===== config.mk =====
export PLATFORM = sky130hd
export DESIGN_NAME = double_max_reduce
export DESIGN_NICKNAME = d
export VERILOG_FILES = /design/src/rtl/double_pkg.sv /design/src/rtl/double_gt.sv /design/src/rtl/double_max_reduce.sv
export SDC_FILE = /design/constraint.sdc
export NUM_CORES = 1
export LEC_CHECK = 0
export ABC_AREA = 1
export BUFFER_PORTS_ARGS = -buffer_cell sky130_fd_sc_hd__buf_2
export CAP_MARGIN = 5
export CORE_UTILIZATION = 50
export CTS_BUF_LIST = sky130_fd_sc_hd__clkbuf_16
export DETAILED_ROUTE_END_ITERATION = 10
export PLACE_DENSITY = 0.85
export SLEW_MARGIN = 20
export SYNTH_ARGS = -nofsm -noshare
export SYNTH_HDL_FRONTEND = slang
export SYNTH_SLANG_ARGS = --single-unit
export TNS_END_PERCENT = 30

===== constraint.sdc =====
create_clock -name clk -period 3.75 [get_ports clk]
set_clock_uncertainty 0.15 [all_clocks]
set_input_delay 0.75 -clock clk [delete_from_list [all_inputs] [get_ports clk]]
set_output_delay 0.75 -clock clk [all_outputs]
set_load 0.005 [all_outputs]

===== src/rtl/double_pkg.sv =====
// Shared IEEE-754 double-precision field layout and classification helpers
// used by the double-precision datapath blocks.
package double_pkg;

  localparam int DBL_W  = 64;
  localparam int EXP_W  = 11;
  localparam int MANT_W = 52;

  localparam logic [DBL_W-1:0] DBL_QNAN = 64'h7FF8000000000000;

  function automatic logic sign_of(input logic [DBL_W-1:0] d);
    return d[DBL_W-1];
  endfunction

  function automatic logic [EXP_W-1:0] exp_of(input logic [DBL_W-1:0] d);
    return d[DBL_W-2 -: EXP_W];
  endfunction

  function automatic logic [MANT_W-1:0] mant_of(input logic [DBL_W-1:0] d);
    return d[MANT_W-1:0];
  endfunction

  function automatic logic is_nan(input logic [DBL_W-1:0] d);
    return (exp_of(d) == {EXP_W{1'b1}}) && (mant_of(d) != '0);
  endfunction

endpackage


===== src/rtl/double_gt.sv =====
// Combinational a > b for doubles in sign-magnitude order (+0 > -0).
// NaN operands are not special-cased; callers filter them beforehand.
module double_gt
  import double_pkg::*;
(
  input  logic [DBL_W-1:0] a,
  input  logic [DBL_W-1:0] b,
  output logic             gt
);

  logic                   sa;
  logic                   sb;
  logic [DBL_W-2:0]       mag_a;
  logic [DBL_W-2:0]       mag_b;

  always_comb begin
    sa    = sign_of(a);
    sb    = sign_of(b);
    mag_a = {exp_of(a), mant_of(a)};
    mag_b = {exp_of(b), mant_of(b)};
    gt    = 1'b0;
    if (sa != sb)
      gt = sb;
    else if (!sa)
      gt = mag_a > mag_b;
    else
      gt = mag_a < mag_b;
  end

endmodule


===== src/rtl/double_max_reduce.sv =====
// Streaming per-frame double-precision maximum with index, sample count and
// an all-NaN flag; frames close on FRAME_LEN samples or in_last.
module double_max_reduce
  import double_pkg::*;
#(
  parameter int FRAME_LEN = 8,
  parameter int IDX_W     = 8
) (
  input  logic             clk,
  input  logic             rst,
  input  logic [DBL_W-1:0] in_data,
  input  logic             in_valid,
  input  logic             in_last,
  output logic             in_ready,
  output logic [DBL_W-1:0] out_data,
  output logic [IDX_W-1:0] out_index,
  output logic [IDX_W-1:0] out_count,
  output logic             out_nan,
  output logic             out_valid,
  input  logic             out_ready
);

  localparam logic [0:0]       ACC      = 1'b0;
  localparam logic [0:0]       EMIT     = 1'b1;
  localparam logic [IDX_W-1:0] LAST_CNT = IDX_W'(FRAME_LEN);

  logic [0:0]       state;
  logic [IDX_W-1:0] count;
  logic [DBL_W-1:0] acc_max_p0;
  logic [IDX_W-1:0] acc_idx_p0;
  logic             acc_seen_p0;

  logic             accept;
  logic             smp_nan;
  logic             smp_gt;
  logic             take;
  logic             closing;
  logic [IDX_W-1:0] count_nxt;
  logic [DBL_W-1:0] max_nxt;
  logic [IDX_W-1:0] idx_nxt;
  logic             seen_nxt;

  double_gt u_gt (
    .a  (in_data),
    .b  (acc_max_p0),
    .gt (smp_gt)
  );

  assign in_ready  = (state == ACC);
  assign out_valid = (state == EMIT);

  // Strict greater-than keeps the earlier index on ties; the first non-NaN
  // sample always wins because nothing has been seen yet.
  always_comb begin
    accept    = in_valid && in_ready;
    smp_nan   = is_nan(in_data);
    take      = !smp_nan && (!acc_seen_p0 || smp_gt);
    count_nxt = count + 1'b1;
    closing   = (count_nxt == LAST_CNT) || in_last;
    max_nxt   = take ? in_data : acc_max_p0;
    idx_nxt   = take ? count : acc_idx_p0;
    seen_nxt  = acc_seen_p0 || !smp_nan;
  end

  // Stage p0: running max while accumulating, result register on close
  always_ff @(posedge clk) begin
    if (rst) begin
      state       <= ACC;
      count       <= '0;
      acc_seen_p0 <= 1'b0;
      out_data    <= '0;
      out_index   <= '0;
      out_count   <= '0;
      out_nan     <= 1'b0;
    end else begin
      case (state)
        ACC: begin
          if (accept) begin
            if (closing) begin
              state       <= EMIT;
              count       <= '0;
              acc_seen_p0 <= 1'b0;
              out_data    <= seen_nxt ? max_nxt : DBL_QNAN;
              out_index   <= seen_nxt ? idx_nxt : '0;
              out_count   <= count_nxt;
              out_nan     <= !seen_nxt;
            end else begin
              count       <= count_nxt;
              acc_seen_p0 <= seen_nxt;
            end
          end
        end
        default: begin
          if (out_ready)
            state <= ACC;
        end
      endcase
    end
  end

  // Running max/index carry no reset; acc_seen_p0 qualifies them.
  always_ff @(posedge clk) begin
    if (accept) begin
      acc_max_p0 <= max_nxt;
      acc_idx_p0 <= idx_nxt;
    end
  end

endmodule


After elaboration in Yosys (flattened, before gate mapping)
Cells that the tools add are included.
{ "totals": {"ff_bits": 163, "input_bits": 69} }
{ "op_classes": {"order_cmp": 2, "n_bitwise": 1, "muxes": 12, "addsub": 1, "n_eq_ne": 3, "reduce_logical": 12} }
{ "op_table": {"columns": ["operator", "n"], "rows": [
  ["2-to-1 mux 64 bit", 2],
  ["> comparator 63 bit", 1],
  ["less-than comparator 63 bit", 1],
  ["nonzero test 52 bit", 1],
  ["2-to-1 mux 8 bit", 3],
  ["== test 11 bit, second input constant", 1],
  ["adder 8 x 1 -> 8 bit, second input constant", 1],
  ["== test 8 x 4 -> 1 bit, second input constant", 1],
  ["2-to-1 mux 1 bit", 7],
  ["logical AND 1 bit", 3],
  ["zero test 1 bit", 3],
  ["logical OR 1 bit", 3],
  ["AND reduction 3 bit", 1],
  ["AND reduction 2 bit", 1],
  ["!= test 1 bit", 1],
  ["NOT 1 bit", 1]
]} }

Logic depth before layout (Yosys ltp)
{ "depth": {"word_depth": 7, "ltp_mapped": 23, "mapped_depth_nobuf": 22} }

Modules after synthesis
Synthesis repeated with hierarchy kept, for this count alone.
{ "unflattened": {"hier_cells": 1391, "area_unflattened_um2": 10042.1} }
{ "by_module_without_submodules": {"columns": ["module", "cells_each", "seq_area_each_um2", "area_each_um2", "n_inst"], "rows": [
  ["double_max_reduce", 1075, 3983.8, 8182.8, 1],
  ["double_gt", 316, 0.0, 1859.3, 1]
]} }

Worst setup path after synthesis
No wires, ideal clock.
{ "synth_timing": {"path_type": "input-to-reg", "start": "input port in_valid", "end": "register out_data[54]", "t_required_ps": 3491, "setup_slack_ps": 158, "n_path_buf": 2, "stages": 9, "arrival_time_ps": 3333, "cell_sequence": "nand2_1 > inv_1 > nand2_2 > buf_6 > nor2_2 > buf_4 > nand3_1 > nand2_1 > inv_1"} }
{ "synth_via": {"elab_chain_len": 2} }
{ "synth_lines": {"columns": ["element", "line_no", "rtl"], "rows": [
  ["start, declared", "double_max_reduce.sv:12", "input logic in_valid,"],
  ["logical AND 1 bit", "double_max_reduce.sv:55", "accept = in_valid && in_ready;"],
  ["net accept", "double_max_reduce.sv:33", "logic accept;"],
  ["AND reduction 3 bit (no source line)", null, null],
  ["end signal, assigned", "double_max_reduce.sv:83", "out_data <= seen_nxt ? max_nxt : DBL_QNAN;"],
  ["end, declared", "double_max_reduce.sv:15", "output logic [DBL_W-1:0] out_data,"]
]} }
The timed path passes the listed nets, and every way through them passes these cells.
A chain may end at the register's enable or synchronous reset.

Worst setup path in the final report
{ "layout_timing": {"start": "input port in_data[42]", "end": "register acc_max_p0[7] (data pin)"} }
{ "layout_via": {"elab_chain_len": 6, "elab_cells_between_ends": 10, "classes_between": "2 x order compare; 3 x mux; 5 x reduce/logical"} }
{ "layout_lines": {"columns": ["element", "line_no", "rtl"], "rows": [
  ["start, declared", "double_max_reduce.sv:11", "input logic [DBL_W-1:0] in_data,"],
  ["> comparator 63 bit / less-than comparator 63 bit (equally long branches)", "double_gt.sv:25, double_gt.sv:27", null],
  ["2-to-1 mux 1 bit", "double_gt.sv:24", "else if (!sa)"],
  ["2-to-1 mux 1 bit", "double_gt.sv:22", "if (sa != sb)"],
  ["logical OR 1 bit", "double_max_reduce.sv:57", "take = !smp_nan && (!acc_seen_p0 || smp_gt);"],
  ["logical AND 1 bit (*)", "double_max_reduce.sv:57", null],
  ["2-to-1 mux 64 bit (*)", "double_max_reduce.sv:60", "max_nxt = take ? in_data : acc_max_p0;"],
  ["net max_nxt[7]", "double_max_reduce.sv:39", "logic [DBL_W-1:0] max_nxt;"],
  ["end signal, assigned", "double_max_reduce.sv:104", "acc_max_p0 <= max_nxt;"],
  ["end, declared", "double_max_reduce.sv:29", "logic [DBL_W-1:0] acc_max_p0;"]
]} }
The timed path passes the listed nets; every way through them passes the cells marked *.

==> metrics.md <==
| Metric | Value |
|---|---|
| DIE AREA | `18800 um^2` |
| MaxCap Viol Count | `0` |
| Rows | `49` |
| Remaining Overflow, GRT | `0` |
| Multi-input gate area in the final layout | `4320 um^2` |
| CTS Hold Bufs | `0` |
| TritonCTS clock tree | `built` |
| Slowest Stage Delay on Critical Path | `0.39 ns` |
| Distinct cell type count after synthesis | `32` |
| Largest net degree at the start of global routing | `76` |
| Area Overhead vs Synth | `16.67%` |
| PwrDens | `415.2 nW/um^2` |
| Critical Path Slowest Stage Cell | `nor3_1` |
| Crit-path max FO | `43` |
| Gpl congestion | `0.8573` |
| Dpl hpwl | `15650 um` |
| Worst Reg-to-Reg Cells | `16` |
| Final hold vios | `0` |
| Setup Fix Bufs, Post-CTS | `0` |
| Relative slew margins | `29.07%` |
| Min-Delay Path Depth | `2` |
| Initial drt markers | `474` |
| Max frequency | `332.5 MHz` |
| Via count | `7867` |
| Most used cell, CP | `nand2_1` |
| Register area share after synthesis | `43.65%` |
| Run status | `finished, final reports clean` |
| Most common cell after layout, fill and taps aside | `nand2_1` |
| Final setup violation count | `0` |
| Layout cells sized above 1 | `19.64%` |
| Most frequent cells in the layout | `nand2_1 (343), inv_1 (156), buf_2 (151), dfxtp_1 (91), nand3_1 (89)` |
| Post-route DRC violation count | `0` |
| Crit path arrival time | `3.04 ns` |
| Io pins | `152` |
| Worst skew pair latency | `0.43 ns` |
| Via density | `5.186` |
| Syn Nets | `1269` |
| Port buffer count | `151` |
| Synth Instances | `1136` |
| Fin Setup TNS | `0 ns` |
| CP Capture Type | `register` |
| Synthesized flop and latch total | `163` |
| Startpoint Class | `input port` |
| Global-route wire length before repair | `35720 um` |
| Actual slew at the worst max-slew pin | `1.064 ns` |
| WL/cell | `14.71 um` |
| DRT Pass-1 Iters | `6` |
| CTS root buffer | `clkbuf_16` |
| Synthesized area per cell | `8.034 um^2` |
| Post-layout minimum cycle time | `3.007 ns` |
| Critical-path cell list | `buf_2 > ha_1 > nand2_1 > inv_1 > nand3_1 > nor3_1 > nor3b_1 > nand4_1 > nand2_1 > nand2_1 > nand2_1 > nand2_2 > nand2_2 > buf_12 > nand2_1 > and2_1` |
| RSZ-0062 raised after global routing | `no` |
| Global Route Usage Sum | `24.52%` |
| VDD IR-drop max | `0.0003360 V` |
| Clock sinks | `163` |
| Crit path required time | `3.79 ns` |
| FILL cells | `1571` |
| Final Max Tran Viols | `0` |
| H-tree Lvls | `4` |
| Vias in the first global route | `7513` |
| Routed wire length | `22310 um` |
| Mapped Area | `9126 um^2` |
| DRT antenna net count | `0` |
| Post-CTS sizing | `0` |
| Yosys warns | `0` |
| Hold/Removal Path Class | `reg -> reg` |
| Deepest clock path buffer count | `2` |
| Final Power | `0.004421 W` |
| LEAKAGE | `5.420 nW` |
| Core area | `17900 um^2` |
| Cts bufs inserted | `17` |
| N_diodes | `0` |
| Period utilization | `80.19%` |
| Die Y | `137.1 um` |
| Clk slew on worst S/H paths | `0.06 ns` |
| Register area | `3984 um^2` |
| Setup Crit Path Kind | `in -> reg` |
| Initial Util | `50.98%` |
| Die width | `137.1 um` |
| Initial antenna violation count | `0` |
| Net count, final | `1408` |
## kinds of logic (layout without fill, tap and decap cells)
family,count (synthesis),after routing,synth area share (%)
xor+xnor,5,5,0.4798
simple gates,659,659,35.51
buf+inv,201,353,9.062
flops,163,163,43.65
compound gates,44,44,2.523
fa+ha+maj,64,64,8.774
## worst paths after layout
check | from | endpoint | slack (ns)
min reg2reg | out_data[45] | out_data[45] | 0.30
max reg2reg | acc_max_p0[42] | acc_max_p0[7] | 0.80
max | in_data[42] | acc_max_p0[7] | 0.74
min | out_data[45] | out_data[45] | 0.30
## power by group
| group | total [W] | switching (W) | internal, W |
|---|---|---|---|
| Sequential | 0.00204 | 0.0000473 | 0.00199 |
| Combinational | 0.000704 | 0.000438 | 0.000266 |
| Clock | 0.00168 | 0.000731 | 0.000945 |
| Total | 0.00442 | 0.00122 | 0.00321 |
## worst max-delay path, delay by kind of cell
family | cells | cell delay (ns)
simple gates | 12 | 1.55
buf+inv | 3 | 0.41
fa+ha+maj | 1 | 0.29
## routing by layer
metal	wire length (um)	global-route usage, %
met1	9730	31.55
met2	10490	39.93
met3	1430	4.815
met4	657	10.56
met5	0	0
## final cells by class
| type | instances | share of cell area [%] |
|---|---|---|
| multi-input cells | 772 | 40.58 |
| inverters | 160 | 5.640 |
| repair buffers | 161 | 8.390 |
| clock buffers | 18 | 4.230 |
| flip-flops and latches | 163 | 37.41 |
| clock inverters | 14 | 1.058 |
| well taps | 229 | 2.691 |
## sequential cells by signal, summed over array words and instances, names as in the netlist
register and flops:
acc_max_p0 64, out_data 64, acc_idx_p0 8, count 8
out_count 8, out_index 8, acc_seen_p0 1, out_nan 1
out_valid 1
## cell usage after synthesis
cell type / number / area (um^2)
o31ai_1: 1 / 7.510
nand2_1: 345 / 1295
nor4_1: 7 / 43.79
nand2_2: 2 / 12.51
nand3_2: 51 / 510.5
xor2_1: 5 / 43.79
nor2_1: 58 / 217.7
inv_2: 4 / 15.01
clkbuf_1: 15 / 56.30
inv_1: 156 / 585.6
nor3_1: 6 / 30.03
o21a_1: 1 / 7.510
o21ai_0: 6 / 30.03
and2_1: 60 / 375.4
and3_1: 1 / 6.260
a21oi_1: 34 / 170.2
nand3b_1: 20 / 150.1
nor3b_1: 1 / 7.510
nor2_2: 1 / 6.260
nor3_4: 2 / 32.53
edfxtp_1: 72 / 2162
nand3_1: 89 / 445.4
dfxtp_1: 91 / 1822
buf_2: 7 / 35.03
a21o_1: 2 / 15.01
buf_4: 3 / 22.52
buf_1: 9 / 33.78
nor2_4: 1 / 11.26
buf_6: 7 / 78.83
ha_1: 64 / 800.8
nand4_1: 14 / 87.58
nor4b_1: 1 / 8.760
## through the flow
stage | utilization (%) | worst slack (ns) | instances | hold WS, ns | area (um^2)
floorplan | - | 0.1581 | 1136 | 0.2953 | 9126
global placement | 56.33 | 0.4234 | 1485 | 0.2834 | 10080
detailed placement | 56.33 | 0.3402 | 1485 | 0.2836 | 10080
CTS | 59.48 | 0.7942 | 1517 | 0.2995 | 10650
global route | 59.48 | 0.4991 | 1517 | 0.3127 | 10650
finish | 59.48 | 0.7429 | 1517 | 0.2973 | 10650
Power figures use the tool's default switching activity.
